[src/rtl/rpm_pkg.sv]
// rpm_pkg: shared constants and helpers for the multi-channel RPM meter.
//   CNT_W_DEF / RPM_W_DEF / SCALE_DEF : default widths and count->RPM multiplier
//   WIN_W                             : window counter width for the default window
//   sat_mul(raw, scale[, w])          : raw*scale at full width, clamped to 2^w-1
package rpm_pkg;
  localparam int CNT_W_DEF         = 16;
  localparam int RPM_W_DEF         = 32;
  localparam int SCALE_DEF         = 5;
  localparam int WINDOW_CYCLES_DEF = 100000000;
  localparam int WIN_W             = $clog2(WINDOW_CYCLES_DEF);

  // Product is formed in 96 bits so it can never wrap before the clamp.
  // w is the output word width (1..64); the result is zero-extended to 64 bits.
  function automatic logic [63:0] sat_mul(input logic [63:0] raw,
                                          input logic [31:0] scale,
                                          input int unsigned w = RPM_W_DEF);
    logic [95:0] p;
    logic [63:0] lim;
    p   = {32'd0, raw} * {64'd0, scale};
    lim = (w >= 64) ? '1 : ((64'd1 << w) - 64'd1);
    return (p > {32'd0, lim}) ? lim : p[63:0];
  endfunction
endpackage

[src/rtl/rpm_meter_multi_if.sv]
// rpm_meter_multi_if: control, sensor and result signals of the RPM meter.
//   enable     : 1 = measure, 0 = hold window idle
//   edge_mode  : 0 = rising edges, 1 = both edges
//   sa_input   : raw async sensor pulses, one bit per channel
//   rpm_output : scaled counts, channel i at [i*RPM_W +: RPM_W]
//   rpm_valid  : one-cycle strobe when rpm_output updates
//   overflow   : per channel, raw counter saturated in last window
//   stalled    : per channel, no pulses in last window
// master = pin/register-file side, slave = meter.
interface rpm_meter_multi_if #(
  parameter int NUM_CH = 2,
  parameter int RPM_W  = rpm_pkg::RPM_W_DEF
);
  logic                    enable;
  logic                    edge_mode;
  logic [NUM_CH-1:0]       sa_input;
  logic [NUM_CH*RPM_W-1:0] rpm_output;
  logic                    rpm_valid;
  logic [NUM_CH-1:0]       overflow;
  logic [NUM_CH-1:0]       stalled;

  modport master (output enable, edge_mode, sa_input,
                  input  rpm_output, rpm_valid, overflow, stalled);
  modport slave  (input  enable, edge_mode, sa_input,
                  output rpm_output, rpm_valid, overflow, stalled);
endinterface

[src/rtl/rpm_meter_multi_channel.sv]
// rpm_channel: one pulse channel of the RPM meter.
//   clock, reset : system clock, async active-high reset
//   enable       : 0 clears the raw counter and ovf bit
//   edge_mode    : 0 = rising only, 1 = rising and falling
//   tc           : window terminal cycle (already qualified by enable)
//   sa           : raw async sensor input
//   rpm          : latched scaled count
//   ovf_flag     : counter saturated during last window
//   stalled      : zero pulses in last window
module rpm_channel import rpm_pkg::*; #(
  parameter int CNT_W = CNT_W_DEF,
  parameter int RPM_W = RPM_W_DEF,
  parameter int SCALE = SCALE_DEF
) (
  input  logic             clock,
  input  logic             reset,
  input  logic             enable,
  input  logic             edge_mode,
  input  logic             tc,
  input  logic             sa,
  output logic [RPM_W-1:0] rpm,
  output logic             ovf_flag,
  output logic             stalled
);
  logic             s1, s2, s_d;
  logic             hit;
  logic [CNT_W-1:0] raw;
  logic             ovf;

  // 2-flop synchroniser plus one delayed copy for edge detection.
  always_ff @(posedge clock or posedge reset) begin
    if (reset) begin
      s1  <= 1'b0;
      s2  <= 1'b0;
      s_d <= 1'b0;
    end else begin
      s1  <= sa;
      s2  <= s1;
      s_d <= s2;
    end
  end

  assign hit = (s2 & ~s_d) | (edge_mode & ~s2 & s_d);

  // An edge in the tc cycle belongs to the new window: reload to 1.
  always_ff @(posedge clock or posedge reset) begin
    if (reset) begin
      raw <= '0;
      ovf <= 1'b0;
    end else if (!enable) begin
      raw <= '0;
      ovf <= 1'b0;
    end else if (tc) begin
      raw <= hit ? CNT_W'(1) : '0;
      ovf <= 1'b0;
    end else if (hit) begin
      if (raw == '1) ovf <= 1'b1;
      else           raw <= raw + CNT_W'(1);
    end
  end

  always_ff @(posedge clock or posedge reset) begin
    if (reset) begin
      rpm      <= '0;
      ovf_flag <= 1'b0;
      stalled  <= 1'b0;
    end else if (tc) begin
      rpm      <= RPM_W'(sat_mul(64'(raw), 32'(SCALE), RPM_W));
      ovf_flag <= ovf;
      stalled  <= (raw == '0);
    end
  end
endmodule

[src/rtl/rpm_meter_multi.sv]
// rpm_meter_multi: NUM_CH pulse counters sharing one WINDOW_CYCLES gate window.
//   clock, reset : system clock, async active-high reset
//   bus          : rpm_meter_multi_if.slave (enable, edge_mode, sa_input in;
//                  rpm_output, rpm_valid, overflow, stalled out)
// Owns the window counter, tc generation and the valid strobe; per-channel
// work lives in rpm_channel.
module rpm_meter_multi import rpm_pkg::*; #(
  parameter int NUM_CH        = 2,
  parameter int WINDOW_CYCLES = WINDOW_CYCLES_DEF,
  parameter int CNT_W         = CNT_W_DEF,
  parameter int SCALE         = SCALE_DEF,
  parameter int RPM_W         = RPM_W_DEF
) (
  input logic              clock,
  input logic              reset,
  rpm_meter_multi_if.slave bus
);
  localparam int             WCW  = $clog2(WINDOW_CYCLES);
  localparam logic [WCW-1:0] LAST = WCW'(WINDOW_CYCLES - 1);

  logic [WCW-1:0]                win_cnt;
  logic                          tc;
  logic                          valid_q;
  logic [NUM_CH-1:0][RPM_W-1:0]  rpm_arr;
  logic [NUM_CH-1:0]             ovf_arr;
  logic [NUM_CH-1:0]             stl_arr;

  // Gating with enable means a window closing as enable drops is discarded.
  assign tc = bus.enable && (win_cnt == LAST);

  always_ff @(posedge clock or posedge reset) begin
    if (reset)                   win_cnt <= '0;
    else if (!bus.enable || tc)  win_cnt <= '0;
    else                         win_cnt <= win_cnt + WCW'(1);
  end

  always_ff @(posedge clock or posedge reset) begin
    if (reset) valid_q <= 1'b0;
    else       valid_q <= tc;
  end

  for (genvar i = 0; i < NUM_CH; i++) begin : g_ch
    rpm_channel #(
      .CNT_W (CNT_W),
      .RPM_W (RPM_W),
      .SCALE (SCALE)
    ) u_ch (
      .clock     (clock),
      .reset     (reset),
      .enable    (bus.enable),
      .edge_mode (bus.edge_mode),
      .tc        (tc),
      .sa        (bus.sa_input[i]),
      .rpm       (rpm_arr[i]),
      .ovf_flag  (ovf_arr[i]),
      .stalled   (stl_arr[i])
    );
  end

  assign bus.rpm_output = rpm_arr;
  assign bus.rpm_valid  = valid_q;
  assign bus.overflow   = ovf_arr;
  assign bus.stalled    = stl_arr;
endmodule

[src/flat_wrapper.sv]
// flat-port wrapper written by rule: the top's interface ports become plain ports
module rpm_meter_multi_flat import rpm_pkg::*;
#(
  parameter int NUM_CH        = 2,
  parameter int WINDOW_CYCLES = WINDOW_CYCLES_DEF,
  parameter int CNT_W         = CNT_W_DEF,
  parameter int SCALE         = SCALE_DEF,
  parameter int RPM_W         = RPM_W_DEF
)
  (clock, reset, bus_enable, bus_edge_mode, bus_sa_input, bus_rpm_output, bus_rpm_valid, bus_overflow, bus_stalled);
  rpm_meter_multi_if #(.NUM_CH(NUM_CH), .RPM_W(RPM_W)) bus_i ();
  input logic clock;
  input logic reset;
  input wire logic [$bits(bus_i.enable)-1:0] bus_enable;
  input wire logic [$bits(bus_i.edge_mode)-1:0] bus_edge_mode;
  input wire logic [$bits(bus_i.sa_input)-1:0] bus_sa_input;
  output wire logic [$bits(bus_i.rpm_output)-1:0] bus_rpm_output;
  output wire logic [$bits(bus_i.rpm_valid)-1:0] bus_rpm_valid;
  output wire logic [$bits(bus_i.overflow)-1:0] bus_overflow;
  output wire logic [$bits(bus_i.stalled)-1:0] bus_stalled;
  assign bus_i.enable = bus_enable;
  assign bus_i.edge_mode = bus_edge_mode;
  assign bus_i.sa_input = bus_sa_input;
  assign bus_rpm_output = bus_i.rpm_output;
  assign bus_rpm_valid = bus_i.rpm_valid;
  assign bus_overflow = bus_i.overflow;
  assign bus_stalled = bus_i.stalled;
  rpm_meter_multi #(.NUM_CH(NUM_CH), .WINDOW_CYCLES(WINDOW_CYCLES), .CNT_W(CNT_W), .SCALE(SCALE), .RPM_W(RPM_W)) u_core (.clock(clock), .reset(reset), .bus(bus_i));
endmodule
[config.mk]
export PLATFORM = sky130hd
export DESIGN_NAME = rpm_meter_multi_flat
export DESIGN_NICKNAME = d
export VERILOG_FILES = /design/src/rtl/rpm_pkg.sv /design/src/rtl/rpm_meter_multi_if.sv /design/src/rtl/rpm_meter_multi_channel.sv /design/src/rtl/rpm_meter_multi.sv /design/src/flat_wrapper.sv
export SDC_FILE = /design/constraint.sdc
export NUM_CORES = 1
export LEC_CHECK = 0
export ABC_AREA = 1
export ABC_CLOCK_PERIOD_IN_PS = 2500
export BUFFER_PORTS_ARGS = -buffer_cell sky130_fd_sc_hd__clkbuf_2
export CORE_MARGIN = 8
export CORE_UTILIZATION = 50
export CTS_BUF_LIST = sky130_fd_sc_hd__clkbuf_16
export CTS_CLUSTER_SIZE = 25
export DETAILED_ROUTE_END_ITERATION = 10
export GPL_TIMING_DRIVEN = 0
export HOLD_SLACK_MARGIN = 0.12
export MAX_ROUTING_LAYER = met4
export PLACE_DENSITY = 0.78
export SYNTH_ARGS = -nofsm -noshare
export SYNTH_HDL_FRONTEND = slang
export SYNTH_HIERARCHICAL = 1
export SYNTH_SLANG_ARGS = --single-unit
[constraint.sdc]
create_clock -name clock -period 2.5 [get_ports clock]
set_input_delay 0.375 -clock clock [delete_from_list [all_inputs] [get_ports clock]]
set_output_delay 0.375 -clock clock [all_outputs]
set_load 0.05 [all_outputs]
==> reports/metrics.cfg <==
[layout]
antenna_cells=0
filler_cell_count=1496
regArea_um2=2750
areaGrowthSynthToFinish_pct=11.7
share_of_layout_cells_above_drive_strength_1=0.125
multi_input_comb_area_um2=4420
finish.net_count=1287
postLayoutCoreUtil=0.564

[placement]
detailedPlacementHpwl_mm=14.4
place_congestion=0.909
detailedPlace.worstSlack_ns=-0.314
io_buffers=48

[setup_path]
ff2ff_path_depth=11
worstReg2RegEnd=u_core/g_ch[0].u_ch/rpm[6]
ff2ff_setup_slack_ns=0.14
setup.worst_path.end_class=register
critical_path_buf_inv_count=4
cp.arrival_ns=2.63
source_of_the_worst_register_to_register_timing_path=u_core/win_cnt[0]
setup.worst_path.start=u_core/win_cnt[0]
crit_path_max_cell_delay_ns=0.43
critPathTopFamily=buffers and inverters
cp_slowest_cell=sky130_fd_sc_hd__dfrtp_2
worstSetupStartpointType=register
start_to_end_type_of_the_worst_setup_path=register to register
critPathRequiredTime_ns=2.77
worstPathCellList=ha_2, nand3_2, inv_2, nand2_2, nor2_2, nand2_2, nor2_1, clkbuf_4, inv_2, clkbuf_2, o21ai_0
crit_fanout=10

[synth]
synth.distinct_cells=33
synth_fa_ha_area_frac=0.102
synth_seq_area_share=0.348
synth_top_family_by_area=simple AND/OR/NAND/NOR gates
synth_compound_area_frac=0.0585
synth_seq_cells=110
synth_area_um2=7910
post-synth-top-area-cell=sky130_fd_sc_hd__dfrtp_1
number_of_synthesized_flops_with_an_enable_pin=0
yosys-mux-area-fraction=0
synth_top_cell_area_share=0.348
yosysMostFrequentCell=sky130_fd_sc_hd__nand2_1
ys.warnings.count=6
async_reset_ff_frac=1.00
dominantRegCellSynth=sky130_fd_sc_hd__dfrtp_1
average_cell_area_after_synthesis_um2=6.98
synth-simple-area-share=0.351
ys_top_cells_by_count=369 x sky130_fd_sc_hd__nand2_1, 144 x sky130_fd_sc_hd__nor2_1, 140 x sky130_fd_sc_hd__inv_1, 110 x sky130_fd_sc_hd__dfrtp_1, 83 x sky130_fd_sc_hd__nand3_1
synthCells=1133
post_synth_main_area_contributors=sky130_fd_sc_hd__dfrtp_1 35%, sky130_fd_sc_hd__nand2_1 18%, sky130_fd_sc_hd__ha_1 9.6%, sky130_fd_sc_hd__nor2_1 6.8%, sky130_fd_sc_hd__inv_1 6.6%
synth_xor_xnor_area_share=0.0343

[timing]
setup_viol=0
holdWs_ns=0.235
period_needed_ns=2.36
setup_ws_ns=0.143
maxSlewHeadroom=0.278
finalHoldViolCount=0
maxSlewViolCount=0
timing.final.crit_share=0.943
skew_ns=0.00812
grt_setup_unrepaired=false
max_clock_freq_mhz=424
worst-slew-pin-transition_ns=1.08

[floorplan]
fp-row-count=46
die-width_um=142
top_level_ports=75
initial_cell_density_of_the_core=0.505
design.core.area_um2=15700
fp.dieArea_um2=20100
die_h_um=142

[global_route]
first_global_vias=6527
grt_first_pass_wirelength_mm=31.6
grt_remaining_overflow=0
grt_max_degree=42
track_usage=0.198
grt_antenna_before_repair=0

[drt]
post-route-drc-count=0
first_iter_violations=453
detail_route.vias_per_cell=4.92
ant_nets=0
route.vias.total=7080
wl_per_cell_um=13.0
detailedRoute.firstPassIterationCount=7
routed_wl_mm=18.7

[run_status]
status=finished clean

[power]
p_leak_nw=4.75
total_switching_power_mw=1.03
combPwrFrac=0.111
power.share.clock=0.379
power_per_cell_area_nw_per_um2=409
swShare=0.284
p_int_mw=2.59
irDropWorstVdd_mv=0.395
power.share.sequential=0.509

[clock_tree]
cts.reportedPaths.clkPinSlew_ns=0.08
tritoncts_clock_tree=yes
clkLatencyLatePin_ns=0.36
maximum_number_of_buffers_from_clock_root_to_sink=2
cts_root_buf=sky130_fd_sc_hd__clkbuf_16
tritoncts_buffers=9
clock_sinks=110
htree_num_levels=3

[worst_hold_path]
hold_path.class=input pin to asynchronous set/reset pin

[run]
max_cap_violation_count=0

-- worst register-to-register path, stage by stage, from the launching register on --
cell                       delay (ns)
sky130_fd_sc_hd__dfrtp_2         0.43
sky130_fd_sc_hd__ha_2            0.25
sky130_fd_sc_hd__nand3_2         0.15
sky130_fd_sc_hd__inv_2           0.11
sky130_fd_sc_hd__nand2_2         0.11
sky130_fd_sc_hd__nor2_2          0.14
sky130_fd_sc_hd__nand2_2         0.08
sky130_fd_sc_hd__nor2_1          0.18
sky130_fd_sc_hd__clkbuf_4        0.25
sky130_fd_sc_hd__inv_2           0.10
sky130_fd_sc_hd__clkbuf_2        0.23
sky130_fd_sc_hd__o21ai_0         0.24
-- area by class of cell --
cell class / count / area share
well taps: 216 / 0.0306
flip-flops and latches: 110 / 0.312
multi-input cells: 858 / 0.500
plain buffers: 42 / 0.0346
clock buffers: 9 / 0.0255
clock inverters: 7 / 0.00567
inverters: 147 / 0.0625
repair buffers: 50 / 0.0295
-- power by group through the flow --
| stage | combinational [mW] | clock, mW | sequential (mW) |
|---|---|---|---|
| floorplan | 0.256 | 0 | 1.93 |
| global placement | 0.392 | 0 | 1.87 |
| detailed placement | 0.398 | 0 | 1.87 |
| CTS | 0.401 | 1.42 | 1.84 |
| global route | 0.436 | 1.48 | 1.85 |
| finish | 0.401 | 1.37 | 1.84 |
-- through the flow --
| step | TNS (ns) | area [µm²] | power (mW) | instances |
|---|---|---|---|---|
| after CTS | 0 | 8820 | 3.66 | 1439 |
| after detailed placement | -10.72 | 8510 | 2.27 | 1421 |
| after global routing | 0 | 8830 | 3.76 | 1439 |
| after global placement | -6.92 | 8510 | 2.27 | 1421 |
| after floorplan | 0 | 8000 | 2.19 | 1157 |
| final | 0 | 8830 | 3.61 | 1439 |
-- logic make-up (layout without fill, tap and decap cells) --
| logic type | count (synthesis) | after routing |
|---|---|---|
| AND/OR/NAND/NOR | 656 | 656 |
| adder cells (fa/ha/maj) | 63 | 63 |
| AO/OA/AOI/OAI | 82 | 82 |
| XOR/XNOR | 31 | 31 |
| flip-flops | 110 | 110 |
| other | 2 | 26 |
| buffers and inverters | 189 | 255 |
-- flip-flops by register name, summed over array words and instances (netlist names) --
signal / count
u_core/g_ch.u_ch/s2: 2
u_core/g_ch.u_ch/ovf: 2
u_core/win_cnt: 27
u_core/g_ch.u_ch/s_d: 2
u_core/g_ch.u_ch/ovf_flag: 2
u_core/g_ch.u_ch/raw: 32
u_core/g_ch.u_ch/rpm: 38
u_core/bus.rpm_valid: 1
u_core/g_ch.u_ch/stalled: 2
u_core/g_ch.u_ch/s1: 2
-- layer usage --
layer  vias up  track usage  routed length, µm
li1       3684            -                  -
met1      3202        0.260               8900
met2       182        0.307               8500
met3        12       0.0376               1120
met4         0       0.0565                201
met5         -            -                  0
-- what timing repair did --
action	4_1_cts	5_1_grt
gates resized for setup	11	6
hold endpoints to repair	2	0
setup buffers	0	0
setup endpoints to repair	64	60
hold buffers	2	0
-- layout by cell type, fill, tap and decap left out, types with 5 or more instances in the layout --
cell type	count
sky130_fd_sc_hd__nand2_1	369
sky130_fd_sc_hd__nor2_1	144
sky130_fd_sc_hd__inv_1	138
sky130_fd_sc_hd__dfrtp_1	109
sky130_fd_sc_hd__nand3_1	83
sky130_fd_sc_hd__ha_1	60
sky130_fd_sc_hd__clkbuf_2	55
sky130_fd_sc_hd__a21oi_1	29
sky130_fd_sc_hd__buf_4	26
sky130_fd_sc_hd__conb_1	26
sky130_fd_sc_hd__o21ai_0	23
sky130_fd_sc_hd__o21ai_1	18
sky130_fd_sc_hd__xor2_1	16
sky130_fd_sc_hd__xnor2_1	15
sky130_fd_sc_hd__nand4_1	14
sky130_fd_sc_hd__nor2_2	10
sky130_fd_sc_hd__clkbuf_16	9
sky130_fd_sc_hd__inv_2	9
sky130_fd_sc_hd__nand2_2	8
sky130_fd_sc_hd__nor2_4	7
sky130_fd_sc_hd__nor3_1	5
sky130_fd_sc_hd__nand2_4	5
-- worst max path at each step --
stage	slack, ns	depth (start not counted)	to
after floorplan	0.46	12	u_core/g_ch[0].u_ch/ovf_flag
after global placement	-0.23	12	u_core/g_ch[1].u_ch/stalled
after detailed placement	-0.31	12	u_core/g_ch[0].u_ch/rpm[6]
after CTS	0.03	12	u_core/g_ch[1].u_ch/stalled
after global routing	0.005	11	u_core/g_ch[0].u_ch/stalled
final	0.14	11	u_core/g_ch[0].u_ch/rpm[6]
(Power assumes the default switching activity.)
